<file path="src/rtl/sam_cfg_if.sv">
// Pin-level bundle between the SAM serial config pins/core and the loader.
// The master side drives mode/str; the slave (the loader) returns the held configuration.
interface sam_cfg_if #(
    parameter int KMAX = 16
);
    logic            mode;
    logic            str;
    logic [3:0]      n;
    logic [10:0]     key_len;
    logic [KMAX-1:0] d;
    logic [KMAX-1:0] capsN;
    logic            cfg_valid;
    logic            cfg_err;
    logic            cfg_abort;

    modport master (
        output mode, str,
        input  n, key_len, d, capsN, cfg_valid, cfg_err, cfg_abort
    );

    modport slave (
        input  mode, str,
        output n, key_len, d, capsN, cfg_valid, cfg_err, cfg_abort
    );
endinterface

</file>
<file path="src/rtl/sam_cfg_loader.sv">
// SAM serial configuration loader: deserialises n, d, capsN (MSB first) while mode=1.
// Optional macro SAM_CFG_CHECK_EN adds value checks (capsN odd, d < capsN) at completion.
module sam_cfg_loader #(
    parameter int KMAX = 16
) (
    input  logic      clk,
    input  logic      reset,
    sam_cfg_if.slave  bus
);
    localparam int         LOG2K = $clog2(KMAX);
    localparam logic [3:0] NMAX  = 4'(LOG2K);

    typedef enum logic [2:0] {
        IDLE,
        LOAD_N,
        LOAD_D,
        LOAD_CAPSN,
        DONE,
        ERROR
    } state_t;

    state_t          r_state,   w_state_nxt;
    logic [3:0]      r_n,       w_n_nxt;
    logic [10:0]     r_key_len, w_key_len_nxt;
    logic [10:0]     r_bit_cnt, w_bit_cnt_nxt;
    logic [KMAX-1:0] r_d,       w_d_nxt;
    logic [KMAX-1:0] r_capsn,   w_capsn_nxt;
    logic            r_valid,   w_valid_nxt;
    logic            r_err,     w_err_nxt;
    logic            r_abort,   w_abort_nxt;

    logic [3:0]      w_n_shift;
    logic [KMAX-1:0] w_d_shift;
    logic [KMAX-1:0] w_capsn_shift;
    logic            w_last_bit;
    logic            w_vals_ok;

    assign w_n_shift     = {r_n[2:0], bus.str};
    assign w_d_shift     = {r_d[KMAX-2:0], bus.str};
    assign w_capsn_shift = {r_capsn[KMAX-2:0], bus.str};
    assign w_last_bit    = (r_bit_cnt == 11'd1);

`ifdef SAM_CFG_CHECK_EN
    // Upper bits of both words are zero, so a full-width compare is exact.
    assign w_vals_ok = w_capsn_shift[0] && (r_d < w_capsn_shift);
`else
    assign w_vals_ok = 1'b1;
`endif

    always_comb begin
        w_state_nxt   = r_state;
        w_n_nxt       = r_n;
        w_key_len_nxt = r_key_len;
        w_bit_cnt_nxt = r_bit_cnt;
        w_d_nxt       = r_d;
        w_capsn_nxt   = r_capsn;
        w_valid_nxt   = r_valid;
        w_err_nxt     = r_err;
        w_abort_nxt   = r_abort;

        case (r_state)
            IDLE: begin
                if (bus.mode) begin
                    w_n_nxt       = {3'b000, bus.str};
                    w_d_nxt       = '0;
                    w_capsn_nxt   = '0;
                    w_valid_nxt   = 1'b0;
                    w_err_nxt     = 1'b0;
                    w_abort_nxt   = 1'b0;
                    w_bit_cnt_nxt = 11'd3;
                    w_state_nxt   = LOAD_N;
                end
            end
            LOAD_N: begin
                if (!bus.mode) begin
                    w_abort_nxt = 1'b1;
                    w_state_nxt = IDLE;
                end else begin
                    w_n_nxt       = w_n_shift;
                    w_bit_cnt_nxt = r_bit_cnt - 11'd1;
                    if (w_last_bit) begin
                        if (w_n_shift > NMAX) begin
                            w_err_nxt   = 1'b1;
                            w_state_nxt = ERROR;
                        end else begin
                            // n <= log2(KMAX) <= 10 here, so the shift fits 11 bits
                            w_key_len_nxt = 11'd1 << w_n_shift;
                            w_bit_cnt_nxt = 11'd1 << w_n_shift;
                            w_state_nxt   = LOAD_D;
                        end
                    end
                end
            end
            LOAD_D: begin
                if (!bus.mode) begin
                    w_abort_nxt = 1'b1;
                    w_state_nxt = IDLE;
                end else begin
                    w_d_nxt       = w_d_shift;
                    w_bit_cnt_nxt = r_bit_cnt - 11'd1;
                    if (w_last_bit) begin
                        w_bit_cnt_nxt = r_key_len;
                        w_state_nxt   = LOAD_CAPSN;
                    end
                end
            end
            LOAD_CAPSN: begin
                if (!bus.mode) begin
                    w_abort_nxt = 1'b1;
                    w_state_nxt = IDLE;
                end else begin
                    w_capsn_nxt   = w_capsn_shift;
                    w_bit_cnt_nxt = r_bit_cnt - 11'd1;
                    if (w_last_bit) begin
                        if (w_vals_ok) begin
                            w_valid_nxt = 1'b1;
                            w_state_nxt = DONE;
                        end else begin
                            w_err_nxt   = 1'b1;
                            w_state_nxt = ERROR;
                        end
                    end
                end
            end
            DONE, ERROR: begin
                // Trailing str bits are ignored; only mode falling matters.
                if (!bus.mode) w_state_nxt = IDLE;
            end
            default: w_state_nxt = IDLE;
        endcase
    end

    always_ff @(posedge clk or negedge reset) begin
        if (!reset) begin
            r_state   <= IDLE;
            r_n       <= '0;
            r_key_len <= '0;
            r_bit_cnt <= '0;
            r_d       <= '0;
            r_capsn   <= '0;
            r_valid   <= 1'b0;
            r_err     <= 1'b0;
            r_abort   <= 1'b0;
        end else begin
            r_state   <= w_state_nxt;
            r_n       <= w_n_nxt;
            r_key_len <= w_key_len_nxt;
            r_bit_cnt <= w_bit_cnt_nxt;
            r_d       <= w_d_nxt;
            r_capsn   <= w_capsn_nxt;
            r_valid   <= w_valid_nxt;
            r_err     <= w_err_nxt;
            r_abort   <= w_abort_nxt;
        end
    end

    assign bus.n         = r_n;
    assign bus.key_len   = r_key_len;
    assign bus.d         = r_d;
    assign bus.capsN     = r_capsn;
    assign bus.cfg_valid = r_valid;
    assign bus.cfg_err   = r_err;
    assign bus.cfg_abort = r_abort;
endmodule

</file>
<file path="src/flat_wrapper.sv">
// flat-port wrapper written by rule: the top's interface ports become plain ports
module sam_cfg_loader_flat 
#(
    parameter int KMAX = 16
)
  (clk, reset, bus_mode, bus_str, bus_n, bus_key_len, bus_d, bus_capsN, bus_cfg_valid, bus_cfg_err, bus_cfg_abort);
  sam_cfg_if #(.KMAX(KMAX)) bus_i ();
  input  logic clk;
  input  logic reset;
  input wire logic [$bits(bus_i.mode)-1:0] bus_mode;
  input wire logic [$bits(bus_i.str)-1:0] bus_str;
  output wire logic [$bits(bus_i.n)-1:0] bus_n;
  output wire logic [$bits(bus_i.key_len)-1:0] bus_key_len;
  output wire logic [$bits(bus_i.d)-1:0] bus_d;
  output wire logic [$bits(bus_i.capsN)-1:0] bus_capsN;
  output wire logic [$bits(bus_i.cfg_valid)-1:0] bus_cfg_valid;
  output wire logic [$bits(bus_i.cfg_err)-1:0] bus_cfg_err;
  output wire logic [$bits(bus_i.cfg_abort)-1:0] bus_cfg_abort;
  assign bus_i.mode = bus_mode;
  assign bus_i.str = bus_str;
  assign bus_n = bus_i.n;
  assign bus_key_len = bus_i.key_len;
  assign bus_d = bus_i.d;
  assign bus_capsN = bus_i.capsN;
  assign bus_cfg_valid = bus_i.cfg_valid;
  assign bus_cfg_err = bus_i.cfg_err;
  assign bus_cfg_abort = bus_i.cfg_abort;
  sam_cfg_loader #(.KMAX(KMAX)) u_core (.clk(clk), .reset(reset), .bus(bus_i));
endmodule
</file>
<file path="config.mk">
export PLATFORM = sky130hd
export DESIGN_NAME = sam_cfg_loader_flat
export DESIGN_NICKNAME = d
export VERILOG_FILES = /design/src/rtl/sam_cfg_if.sv /design/src/rtl/sam_cfg_loader.sv /design/src/flat_wrapper.sv
export SDC_FILE = /design/constraint.sdc
export NUM_CORES = 1
export LEC_CHECK = 0
export ABC_AREA = 1
export BUFFER_PORTS_ARGS = -buffer_cell sky130_fd_sc_hd__buf_2
export CAP_MARGIN = 15
export CORE_ASPECT_RATIO = 2
export CORE_UTILIZATION = 40
export DETAILED_ROUTE_END_ITERATION = 10
export PLACE_DENSITY = 0.62
export SLEW_MARGIN = 30
export SYNTH_ARGS = -nofsm -noshare
export SYNTH_HDL_FRONTEND = slang
export SYNTH_SLANG_ARGS = --single-unit
</file>
<file path="constraint.sdc">
create_clock -name clk -period 1.6 [get_ports clk]
set_input_delay 0.16 -clock clk [delete_from_list [all_inputs] [get_ports clk]]
set_output_delay 0.16 -clock clk [all_outputs]
set_load 0.02 [all_outputs]
</file>
# Word level (Yosys, flattened, before mapping)
# Cells that the tools add are included.
# Widths: inputs -> output; s select.
dict set report word_totals {
  output_inout_bits 50
  ff_bits 64
  elab_cells 84
}
dict set report op_classes {
  n_lt_le_gt_ge 1
  bitwise_logic 1
  shifts 1
  eq_ne 18
  n_mux 36
  add_sub_neg 1
  reduce_logical 17
}
# op count
set ops {}
lappend ops {{$mux 11} 7}
lappend ops {{$pmux 16 s2} 2}
lappend ops {{$mux 16} 3}
lappend ops {{$pmux 11 s4} 1}
lappend ops {{$mux 3} 9}
lappend ops {{$pmux 3 s5} 1}
lappend ops {{$reduce_and 5->1} 3}
lappend ops {{$ne 2x2->1 const B} 6}
lappend ops {{$reduce_and 3->1} 4}
lappend ops {{$eq 11x1->1 const B} 1}
lappend ops {{$shl 1x4->11 const A} 1}
lappend ops {{$sub 11x1->11 const B} 1}
lappend ops {{$ne 3x2->1 const B} 3}
lappend ops {{$mux 4} 2}
lappend ops {{$pmux 4 s2} 1}
lappend ops {{$reduce_and 4->1} 2}
lappend ops {{$reduce_bool 2->1} 4}
lappend ops {{$mux 1} 7}
lappend ops {{$eq 3x2->1 const B} 2}
lappend ops {{$eq 3x3->1 const B} 2}
lappend ops {{$ne 2x1->1 const B} 3}
lappend ops {{$pmux 1 s2} 3}
lappend ops {{$gt 4x3->1 const B} 1}
lappend ops {{$reduce_bool 4->1} 1}
lappend ops {{other kinds (5)} 5}

# Longest topological paths before layout
dict set report logic_depth {
  word_depth 5
  depth_mapped 13
  mapped_depth_nobuf 12
}

# Least setup slack after synthesis
# No wires, ideal clock.
dict set report synth_path {
  path_kind {reg-to-reg}
  startpoint {register u_core.r_bit_cnt[1]}
  endpoint {register u_core.r_key_len[2] (netlist: u_core.bus.key_len[2])}
  arrival_ns 1.375
  synth_period_minus_slack_ns 1.499
  path_stages_with_launch 13
  setup_time_ns 0.124
  slack_ns 0.101
  path_buffers 1
  cell_sequence {dfrtp_1 inv_1 ha_1 inv_1 nor2_1 nand3_1 nor2_2 nand2_1 nor2_4 inv_2 buf_6 nand2_1 o21ai_1}
}
dict set report synth_between {
  elab_chain_cells 2
}
# item line_no
set synth_rtl {}
lappend synth_rtl {{start: declaration} sam_cfg_loader.sv:25} ;# logic [10:0] r_bit_cnt, w_bit_cnt_nxt;
lappend synth_rtl {{start signal: assignment} sam_cfg_loader.sv:148} ;# r_bit_cnt <= w_bit_cnt_nxt;
lappend synth_rtl {{$eq 11x1->1} sam_cfg_loader.sv:41} ;# assign w_last_bit = (r_bit_cnt == 11'd1);
lappend synth_rtl {{$reduce_and 4->1 (no source line)} --}
lappend synth_rtl {{end signal: assignment} sam_cfg_loader.sv:147} ;# r_key_len <= w_key_len_nxt;
lappend synth_rtl {{end: declaration} sam_cfg_loader.sv:24} ;# logic [10:0] r_key_len, w_key_len_nxt;
# No other way between the ends.
# A chain may end at the register's enable or synchronous reset.

# Worst setup path after layout
dict set report layout_path {
  startpoint {register u_core.r_bit_cnt[1]}
  endpoint {register u_core.r_bit_cnt[9]}
}
dict set report layout_between {
  elab_chain_cells 5
}
# item line_no
set layout_rtl {}
lappend layout_rtl {{$sub 11x1->11} {sam_cfg_loader.sv:80, sam_cfg_loader.sv:100, sam_cfg_loader.sv:113}}
lappend layout_rtl {{$mux 11} sam_cfg_loader.sv:82} ;# if (w_n_shift > NMAX) begin
lappend layout_rtl {{$mux 11} sam_cfg_loader.sv:81} ;# if (w_last_bit) begin
lappend layout_rtl {{$mux 11} sam_cfg_loader.sv:75} ;# if (!bus.mode) begin
lappend layout_rtl {{$pmux 11 s4 *} sam_cfg_loader.sv:61} ;# case (r_state)
# Every way passes the cells marked *; elsewhere a longest branch is shown, timed or not. The select of a mux whose other input is x is not followed.

==> impl_metrics.env <==
export IMPL_drive_above_1_share=0.339
export IMPL_achievable_frequency_mhz=594
export IMPL_skew_ns=0.00619
export IMPL_timing_critical_path_arrival_ns=1.90
export IMPL_period_minus_slack_ns=1.68
export IMPL_setup_reg_to_reg_worst_slack_ns=-0.08
export IMPL_fp_dieArea_um2=8250
export IMPL_post_synthesis_sequential_area_ratio=0.509
export IMPL_antenna_cells_inserted=0
export IMPL_slew_violations=0
export IMPL_path_cells="inv_2, ha_4, inv_2, nor2_4, nand3_4, nor2_4, buf_6, buf_6, nand2_1, nand2_1, nand3_1, nand3_1, nand2_1"
export IMPL_worst_hold_path_num_cells=3
export IMPL_core_area_um2=7600
export IMPL_timing_setup_tns_ns=-0.426
export IMPL_number_of_antenna_violations_at_the_first_check_in_global_routing=0
export IMPL_drt_first_pass_iters=4
export IMPL_detail_route_wl_per_cell_um=14.3
export IMPL_tritoncts_clock_tree="done"
export IMPL_status="complete, but fails checks"
export IMPL_detailedPlacementHpwl_um=6510
export IMPL_synth_ff_latch_count=64
export IMPL_worstHoldPathType="input port to flip-flop"
export IMPL_min_delay_start="bus_str"
export IMPL_synthesis_area_per_instance_um2=8.22
export IMPL_floorplan_initialDensity=0.414
export IMPL_rsz0062_at_grt="true"
export IMPL_number_of_cells_on_the_worst_reg_to_reg_path=13
export IMPL_synth_top_cells_by_count="sky130_fd_sc_hd__nand2_1, sky130_fd_sc_hd__inv_1, sky130_fd_sc_hd__dfrtp_1"
export IMPL_worst_setup_path_type="flip-flop to flip-flop"
export IMPL_crit_buf_inv=4
export IMPL_clock_sinks=64
export IMPL_cp_top_family="simple AND/OR/NAND/NOR gates"
export IMPL_route_detailed_drc=0
export IMPL_power_internal_mw=4.58
export IMPL_std_cell_rows=45
export IMPL_synth_edf_count=0
export IMPL_cts_buf_count=9
export IMPL_clk_pin_slew_worst_paths_ns=0.06
export IMPL_io_pins=54
export IMPL_ys_warn_count=0
export IMPL_wl_um=8360
export IMPL_postRouteAntennaNets=0
export IMPL_die_height_um=127
export IMPL_htreeDepth=3
export IMPL_pwr_share_clk=0.260
export IMPL_synthDistinctLibCells=31
export IMPL_horiz_die_dim_um=64.7
export IMPL_final_critical_path_setup_slack_ns=-0.0842
export IMPL_power_combinational_fraction=0.467
export IMPL_wire_length_of_the_first_global_routing_pass_um=13700
export IMPL_fin_hold_ws_ns=0.103
export IMPL_timing_final_setup_violations=11
export IMPL_postLayoutCellArea_um2=4300
export IMPL_violations="negative setup slack"
export IMPL_clock_insertion_delay_worst_skew_ns=0.33
export IMPL_synthCells=383
export IMPL_finalPower_mw=7.58
export IMPL_gp_congestion=0.876
export IMPL_final_core_util=0.565
export IMPL_flow_area_growth_from_synthesis_pct=36.4
export IMPL_detailedRoute_firstIterationViolations=112
export IMPL_max_slew_margin_rel=0.714
export IMPL_post_route_period_util=1.05
export IMPL_timing_critical_path_to_type="flip-flop"
export IMPL_power_per_cell_area_nw_per_um2=1760
export IMPL_netSwitchingPower_mw=3.00
export IMPL_worst_r2r_endpoint="u_core.r_bit_cnt[9]"
export IMPL_p_sw_frac=0.395
export IMPL_final_hold_violation_count=0
export IMPL_synth_top_flop_cell="sky130_fd_sc_hd__dfrtp_1"
export IMPL_synth_area_leader_cell="sky130_fd_sc_hd__dfrtp_1"
export IMPL_number_of_buffers_between_clock_root_and_the_deepest_sink=2
export IMPL_holdPathEnd="u_core.bus.n[0]"
export IMPL_power_ir_vdd_worst_mv=1.31
export IMPL_worst_setup_path_start_kind="flip-flop"
export IMPL_grt_pass1_vias=2990
export IMPL_globalRouteOverflowTotal=0
export IMPL_synth_async_sr_flop_share=1.00
export IMPL_worstReg2RegStart="u_core.r_bit_cnt[1]"
export IMPL_grt_max_degree=25
export IMPL_worstMarginPinSlew_ns=0.425
export IMPL_synth_top_cells_by_area="sky130_fd_sc_hd__dfrtp_1, sky130_fd_sc_hd__nand2_1, sky130_fd_sc_hd__inv_1"
export IMPL_final_net_count=491
export IMPL_required_ns=1.82
export IMPL_post_synth_top_area_fraction=0.509
export IMPL_critical_path_max_fanout=5
export IMPL_syn_nets=389
export IMPL_path_common_cell="sky130_fd_sc_hd__nand2_1"
export IMPL_worst_path_largest_cell_delay_ns=0.40
export IMPL_routed_via_count=2862
export IMPL_placement_cell_area_um2=3800
export IMPL_port_buffers=53
export IMPL_fillers=723
export IMPL_netlist_area_um2=3150
export IMPL_cts_root_buf="sky130_fd_sc_hd__clkbuf_16"
export IMPL_grtUsageTotal=0.222
export IMPL_drt_vias_per_instance=4.90
export IMPL_drv_max_cap_violation_count=0
export IMPL_cellLeakagePower_nw=2.31
export IMPL_seq_power_share=0.274
export IMPL_crit_path_top_delay_cell="sky130_fd_sc_hd__dfrtp_1"
export IMPL_synth_most_common_cell="sky130_fd_sc_hd__nand2_1"
[what timing repair did]
| action | 4_1_cts | 5_1_grt |
|---|---|---|
| endpoints found under the hold margin | 11 | 0 |
| pin swaps | 1 | 8 |
| setup buffers | 2 | 3 |
| hold buffers | 1 | 0 |
| gates resized for setup | 12 | 34 |
| cloned | 0 | 1 |
| setup endpoints to repair | 13 | 27 |
[tightest hold or removal path, cell delays in order]
cell and delay (ns):
sky130_fd_sc_hd__buf_2 0.12, sky130_fd_sc_hd__nand2_1 0.05, sky130_fd_sc_hd__o21ai_0 0.06
[cells in the final DEF (no fill, tap or decap), types with 3 or more instances in the layout]
| cell type | instances |
|---|---|
| sky130_fd_sc_hd__inv_1 | 72 |
| sky130_fd_sc_hd__nand2_1 | 86 |
| sky130_fd_sc_hd__dfrtp_1 | 64 |
| sky130_fd_sc_hd__buf_6 | 5 |
| sky130_fd_sc_hd__nand3_1 | 14 |
| sky130_fd_sc_hd__nand3_2 | 4 |
| sky130_fd_sc_hd__nand2_2 | 12 |
| sky130_fd_sc_hd__o22ai_1 | 33 |
| sky130_fd_sc_hd__o21ai_1 | 8 |
| sky130_fd_sc_hd__nor2_2 | 10 |
| sky130_fd_sc_hd__buf_4 | 38 |
| sky130_fd_sc_hd__xor2_1 | 4 |
| sky130_fd_sc_hd__clkbuf_16 | 9 |
| sky130_fd_sc_hd__nor3_1 | 3 |
| sky130_fd_sc_hd__nor2_1 | 23 |
| sky130_fd_sc_hd__nor2_4 | 4 |
| sky130_fd_sc_hd__buf_2 | 54 |
| sky130_fd_sc_hd__buf_12 | 3 |
| sky130_fd_sc_hd__a21oi_2 | 4 |
| sky130_fd_sc_hd__nand2_4 | 3 |
| sky130_fd_sc_hd__o21ai_0 | 6 |
| sky130_fd_sc_hd__inv_2 | 5 |
[final cells by class]
type | count | area [µm²] | share of cell area
multi-input combinational | 231 | 1290 | 0.301
tap | 94 | 118 | 0.0274
timing repair buffer | 101 | 682 | 0.159
clock inverter | 5 | 55.1 | 0.0128
inverter | 78 | 295 | 0.0687
sequential | 64 | 1600 | 0.373
clock buffer | 11 | 253 | 0.0588
[worst max path at each step]
stage                     cells after the start                    end  slack (ns)                 from
final                                        13    u_core.r_bit_cnt[9]       -0.08  u_core.r_bit_cnt[1]
after floorplan                              12  u_core.bus.key_len[2]        0.10  u_core.r_bit_cnt[1]
after detailed placement                     13    u_core.r_bit_cnt[7]       -0.06  u_core.r_bit_cnt[1]
after global placement                       13    u_core.r_bit_cnt[7]       -0.01  u_core.r_bit_cnt[1]
after global routing                         13    u_core.r_bit_cnt[4]       -0.16  u_core.r_bit_cnt[1]
after CTS                                    13    u_core.r_bit_cnt[7]       -0.06  u_core.r_bit_cnt[1]
[flip-flops by register name, indices dropped and copies added (netlist names)]
register	cells
u_core.bus.d	16
u_core.bus.cfg_valid	1
u_core.r_bit_cnt	11
u_core.bus.n	4
u_core.bus.key_len	11
u_core.bus.capsN	16
u_core.bus.cfg_err	1
u_core.r_state	3
u_core.bus.cfg_abort	1
[metrics by stage]
| stage | std cells | worst slack [ns] |
|---|---|---|
| 2_1_floorplan | 383 | 0.101 |
| 3_3_place_gp | 562 | -0.0130 |
| 3_5_place_dp | 562 | -0.0628 |
| 4_1_cts | 581 | -0.0558 |
| 5_1_grt | 584 | -0.160 |
| 6_report | 584 | -0.0842 |
[power by group through the flow]
stage               clock [mW]  combinational [mW]  sequential [mW]
floorplan                    0                1.73             2.25
global placement             0                3.04             2.07
detailed placement           0                3.06             2.08
CTS                       2.01                3.23             2.06
global route              2.07                3.87             2.10
finish                    1.97                3.54             2.07
[cells by family after synthesis]
family / Yosys count / share of synthesized area
AND/OR/NAND/NOR: 162 / 0.224
XOR/XNOR: 5 / 0.0139
AO/OA/AOI/OAI: 62 / 0.125
buffers and inverters: 88 / 0.120
adder cells (fa/ha/maj): 2 / 0.00794
flip-flops: 64 / 0.509
[per-layer routing]
metal  track usage  vias to the layer above  share of wire
li1              -                     1407              -
met2         0.415                       77           0.57
met4         0.128                        0          0.040
met1         0.214                     1347           0.35
met5             0                        -              0
met3        0.0455                       31          0.037
Note: power is estimated with default switching activity, not from simulation.
